`config.mk`:
```
export PLATFORM = sky130hd
export DESIGN_NAME = ctrl_seq
export DESIGN_NICKNAME = d
export VERILOG_FILES = /design/src/rtl/ctrl_seq.sv
export SDC_FILE = /design/constraint.sdc
export NUM_CORES = 1
export LEC_CHECK = 0
export BUFFER_PORTS_ARGS = -buffer_cell sky130_fd_sc_hd__buf_2
export CORE_AREA = 5 5 49 51
export DETAILED_ROUTE_END_ITERATION = 12
export DIE_AREA = 0 0 54 56
export PLACE_DENSITY_LB_ADDON = 0.2
export SLEW_MARGIN = 20
export SYNTH_ARGS = -nofsm -noshare
export SYNTH_HDL_FRONTEND = slang
export SYNTH_SLANG_ARGS = --single-unit
```
`constraint.sdc`:
```
create_clock -name clk -period 2.5 [get_ports clk]
set_input_delay 0.125 -clock clk [delete_from_list [all_inputs] [get_ports clk]]
set_output_delay 0.125 -clock clk [all_outputs]
set_load 0.01 [all_outputs]
```
`src/rtl/ctrl_seq.sv`:
```
// ctrl_seq: multi-cycle control sequencer for a simple accumulator machine.
// Fetches an instruction over a handshake memory port, decodes a 4-bit
// opcode and drives the datapath register load/select lines.
//
// Ports:
//   clk, rst        rising-edge clock, synchronous active-high reset
//   opcode[3:0]     opcode field from the instruction register
//   mem_ack         memory completion strobe
//   reg_clr_n       active-low clear to datapath registers (low only in CLR)
//   pc_ld, ir_ld, mar_ld, mdr_ld, acc_ld   register load controls
//   pc_sel          PC source: 0 = PC+1, 1 = jump target
//   acc_sel         ACC source: 0 = ALU result, 1 = MDR
//   mem_req, mem_we memory request / write enable
//   instr_done      one-cycle pulse when an instruction retires
//   halted, err     sticky status flags, cleared only by rst
//
// Opcodes: 0x1 LOAD, 0x2 STORE, 0x3 ALU, 0x4 JUMP, 0xF HALT, others NOP.
// A memory state that sees TIMEOUT consecutive cycles without mem_ack
// goes to ERR; an ack on the TIMEOUT-th cycle still completes normally.
module ctrl_seq #(
    parameter int unsigned TIMEOUT = 16
) (
    input  logic       clk,
    input  logic       rst,
    input  logic [3:0] opcode,
    input  logic       mem_ack,
    output logic       reg_clr_n,
    output logic       pc_ld,
    output logic       ir_ld,
    output logic       mar_ld,
    output logic       mdr_ld,
    output logic       acc_ld,
    output logic       pc_sel,
    output logic       acc_sel,
    output logic       mem_req,
    output logic       mem_we,
    output logic       instr_done,
    output logic       halted,
    output logic       err
);

    localparam logic [3:0] S_CLR     = 4'd0;
    localparam logic [3:0] S_FETCH   = 4'd1;
    localparam logic [3:0] S_IMEM    = 4'd2;
    localparam logic [3:0] S_DECODE  = 4'd3;
    localparam logic [3:0] S_DMEM_RD = 4'd4;
    localparam logic [3:0] S_DMEM_WR = 4'd5;
    localparam logic [3:0] S_WB      = 4'd6;
    localparam logic [3:0] S_EXEC    = 4'd7;
    localparam logic [3:0] S_JMP     = 4'd8;
    localparam logic [3:0] S_HALT    = 4'd9;
    localparam logic [3:0] S_ERR     = 4'd10;

    localparam logic [3:0] OP_LOAD  = 4'h1;
    localparam logic [3:0] OP_STORE = 4'h2;
    localparam logic [3:0] OP_ALU   = 4'h3;
    localparam logic [3:0] OP_JUMP  = 4'h4;
    localparam logic [3:0] OP_HALT  = 4'hF;

    // Value of the wait counter on the TIMEOUT-th cycle of a memory state.
    localparam logic [7:0] WAIT_LAST = 8'(TIMEOUT - 1);

    logic [3:0] state_q, state_d;
    logic [7:0] wait_q, wait_d;
    logic       in_mem;
    logic       timed_out;

    assign in_mem    = (state_q == S_IMEM) || (state_q == S_DMEM_RD) ||
                       (state_q == S_DMEM_WR);
    assign timed_out = in_mem && !mem_ack && (wait_q == WAIT_LAST);

    always_comb begin
        state_d    = state_q;
        reg_clr_n  = 1'b1;
        pc_ld      = 1'b0;
        ir_ld      = 1'b0;
        mar_ld     = 1'b0;
        mdr_ld     = 1'b0;
        acc_ld     = 1'b0;
        pc_sel     = 1'b0;
        acc_sel    = 1'b0;
        mem_req    = 1'b0;
        mem_we     = 1'b0;
        instr_done = 1'b0;
        halted     = 1'b0;
        err        = 1'b0;
        case (state_q)
            S_CLR: begin
                reg_clr_n = 1'b0;
                state_d   = S_FETCH;
            end
            S_FETCH: begin
                mar_ld  = 1'b1;
                state_d = S_IMEM;
            end
            S_IMEM: begin
                mem_req = 1'b1;
                if (mem_ack) begin
                    ir_ld   = 1'b1;
                    pc_ld   = 1'b1;
                    state_d = S_DECODE;
                end else if (timed_out) begin
                    state_d = S_ERR;
                end
            end
            S_DECODE: begin
                case (opcode)
                    OP_LOAD: begin
                        mar_ld  = 1'b1;
                        state_d = S_DMEM_RD;
                    end
                    OP_STORE: begin
                        mar_ld  = 1'b1;
                        state_d = S_DMEM_WR;
                    end
                    OP_ALU:  state_d = S_EXEC;
                    OP_JUMP: state_d = S_JMP;
                    OP_HALT: state_d = S_HALT;
                    default: begin
                        // NOP and unknown opcodes retire right here.
                        instr_done = 1'b1;
                        state_d    = S_FETCH;
                    end
                endcase
            end
            S_DMEM_RD: begin
                mem_req = 1'b1;
                if (mem_ack) begin
                    mdr_ld  = 1'b1;
                    state_d = S_WB;
                end else if (timed_out) begin
                    state_d = S_ERR;
                end
            end
            S_DMEM_WR: begin
                mem_req = 1'b1;
                mem_we  = 1'b1;
                if (mem_ack) begin
                    instr_done = 1'b1;
                    state_d    = S_FETCH;
                end else if (timed_out) begin
                    state_d = S_ERR;
                end
            end
            S_WB: begin
                acc_ld     = 1'b1;
                acc_sel    = 1'b1;
                instr_done = 1'b1;
                state_d    = S_FETCH;
            end
            S_EXEC: begin
                acc_ld     = 1'b1;
                instr_done = 1'b1;
                state_d    = S_FETCH;
            end
            S_JMP: begin
                pc_ld      = 1'b1;
                pc_sel     = 1'b1;
                instr_done = 1'b1;
                state_d    = S_FETCH;
            end
            S_HALT: halted = 1'b1;
            S_ERR:  err    = 1'b1;
            default: state_d = S_CLR;
        endcase
    end

    // Only a memory state that waits on itself keeps counting; any state
    // change clears the counter so every memory state is entered at 0.
    assign wait_d = (in_mem && state_d == state_q) ? wait_q + 8'd1 : '0;

    always_ff @(posedge clk) begin
        if (rst) begin
            state_q <= S_CLR;
            wait_q  <= '0;
        end else begin
            state_q <= state_d;
            wait_q  <= wait_d;
        end
    end

endmodule

```
==> results.md <==
- # fillers: 196
- Slowest Stage Delay on Critical Path: 0.56 ns
- Initial antenna violation count: 0
- Antenna fix cells: 0
- Status: complete, no violations
- Element type at the critical path end: flop
- Psw: 0.212 mW
- Post-CTS Hold Fix Bufs: 0
- Dpl cells: 157
- ANT nets after route: 0
- Final Hold Viols: 0
- Total GRT Usage: 15.6%
- Wire per inst: 13.1 um
- Cell count after synthesis: 115
- Post-synthesis net count: 123
- Setup TNS: 0 ns
- H-Tree Depth: 1
- DRT Wirelength: 2.10 mm
- Worst path arrival time: 2.36 ns
- DR pass1 iterations: 4
- CP startpoint kind: flop
- Tmin final: 2.23 ns
- I/O pins: 20
- Vias in the first global route: 797
- Cell area after synthesis: 921 sq um
- Synth Area in XOR/XNOR: 10.3%
- Crit path kind: flop to flop
- Max transition margin: 68.3%
- CP max FO: 8
- Simple-gate area share of the yosys netlist: 38.9%
- Top FF cell, synth: dfxtp_1
- Compound-gate portion of the synthesized area: 15.8%
- Worst Clk Skew: 0.000749 ns
- CTS tree: done
- I/O Buffers: 19
- RSZ-0062 raised after global routing: false
- Layout cell share with drive strength beyond 1: 27.8%
- Distinct cell type count after synthesis: 43
- Die footprint: 3020 sq um
- Main combinational cell family by area after synthesis: simple AND/OR/NAND/NOR gates
- Flop pwr share: 39.2%
- Mux contribution to synthesized area: 1.09%
- CTS sink count: 12
- Clk slew on worst S/H paths: 0.07 ns
- GP Congestion: 0.738
- LEAKAGE: 0.432 nW
- DRC violations left: 0
- Most common cell after layout, fill and taps aside: buf_2
- Power Total: 0.576 mW
- Slowest cell on the critical path: or4_4
- Worst hold slack: 0.0749 ns
- Ys async rst share: 0%
- Worst vdd ir: 0.306 mV
- Post-synth EDFFs: 0
- Core Util, Final: 55.0%
- Pint: 0.365 mW
- Gr ovfl total: 0
- Fmax: 449 MHz
- Area delta synth->final: 13.6%
- Via density: 5.61
- Detailed Route Iter0 Violations: 11
- Switching Fraction: 36.7%
- Initial Util: 48.4%
- Worst Hold Class: input port to flop
- Comb pwr share: 41.2%
- Flops & latches, synth: 12
- Pwr dens: 551 nW/um^2
- Final worst-path cycle share: 89.1%
- HPWL after DPL: 1.64 mm
- Skew-Pair Late Insertion Delay: 0.26 ns
- Setup violations, final: 0
- Via count of the routed design: 897
- Register area share after synthesis: 26.1%
- Die H: 56 um
- Post-CTS Repair Setup Buffers: 0
- MaxCap Viol Count: 0
- CORE AREA: 1900 sq um
- Post-CTS sizing: 0
- Die X: 54 um
- Site row count: 16
- Max Slew Vio Count: 0
- Largest net degree at the start of global routing: 16
- First-pass GRT wire length: 3.57 mm
- Mean cell area of the mapped netlist: 8.01 sq um
- Worst Path Required: 2.63 ns
- Area share of fa/ha/maj cells after synthesis: 1.36%
- YS warnings: 0
- Critical path cell sequence: ha_1 -> nand3_1 -> or4_4 -> and3_2 -> o2111ai_2 -> nor4_1
- Clock group share of total power: 19.6%
- Clock root cell: clkbuf_4
- Worst-margin pin slew: 0.475 ns
- Post-Layout Cell Count: 160
- Clock tree buffer depth: 2
- Nets: 143
- CTS Buf Count: 3
- Most frequent cells in the layout: buf_2, nor2_1, dfxtp_1
stage by stage:
| step | setup slack [ns] | instance area, sq um |
|---|---|---|
| floorplan | 0.510 | 921 |
| global placement | 0.328 | 1020 |
| detailed placement | 0.281 | 1020 |
| CTS | 0.259 | 1050 |
| global route | 0.122 | 1050 |
| finish | 0.272 | 1050 |
registers in the layout (all words and copies together) (netlist names):
register  cells
wait_q        8
state_q       4
cells in the mapped netlist (all sizes together) (2+ instances only):
master | n | area, sq um
xor2 | 6 | 52.6
nand2b | 4 | 25.0
nor4 | 8 | 50.1
nor2b | 2 | 12.5
nor3 | 3 | 15.0
nor2 | 16 | 60.1
and3 | 3 | 20.0
and2 | 2 | 12.5
buf | 4 | 31.3
or3 | 2 | 12.5
nor4b | 2 | 23.8
nand2 | 8 | 30.0
clkbuf | 4 | 25.0
dfxtp | 12 | 240
nand3 | 6 | 30.0
xnor2 | 4 | 42.6
a21oi | 9 | 45.0
path summary, 6_finish.rpt:
kind / startpoint / slack (ns) / to / depth (start not counted)
worst max register to register: wait_q[0]$_SDFF_PP0_ / 0.27 / wait_q[6]$_SDFF_PP0_ / 6
worst min-delay path: rst / 0.07 / state_q[3]$_SDFF_PP0_ / 2
worst min register to register: wait_q[0]$_SDFF_PP0_ / 0.50 / wait_q[0]$_SDFF_PP0_ / 1
worst max-delay path: wait_q[0]$_SDFF_PP0_ / 0.27 / wait_q[6]$_SDFF_PP0_ / 6
cell type report:
cell class	count	area (sq um)	area share [%]
repair buffers	23	125	12.0
clock buffers	3	22.5	2.15
multi-input cells	94	621	59.3
flip-flops and latches	12	240	23.0
well taps	27	33.8	3.23
inverters	1	3.75	0.359
power groups by stage:
stage / logic, mW / registers [mW] / clock network, mW
after CTS: 0.239 / 0.225 / 0.118
after global routing: 0.264 / 0.229 / 0.134
final: 0.238 / 0.226 / 0.113
after detailed placement: 0.238 / 0.230 / 0
after floorplan: 0.199 / 0.209 / 0
after global placement: 0.232 / 0.229 / 0
cells by family (layout without fill, tap and decap cells):
family / Yosys count / after routing
AND/OR/NAND/NOR: 63 / 63
flip-flops: 12 / 12
buffers and inverters: 9 / 27
multiplexers: 1 / 1
AO/OA/AOI/OAI: 19 / 19
XOR/XNOR: 10 / 10
adder cells (fa/ha/maj): 1 / 1
routing by layer:
layer	share of wire, %	vias up	track usage (%)
li1	-	450	-
met1	44	422	21.6
met2	50	25	24.4
met3	6.2	0	3.22
met4	0	0	3.20
met5	0	-	0
worst max-delay path, delay by kind of cell (launching register included):
kind | cells | cell delay, ns
AND/OR/NAND/NOR | 4 | 1.11
adder cells (fa/ha/maj) | 1 | 0.20
flip-flops | 1 | 0.38
AO/OA/AOI/OAI | 1 | 0.41
Note: power is estimated with default switching activity, not from simulation.
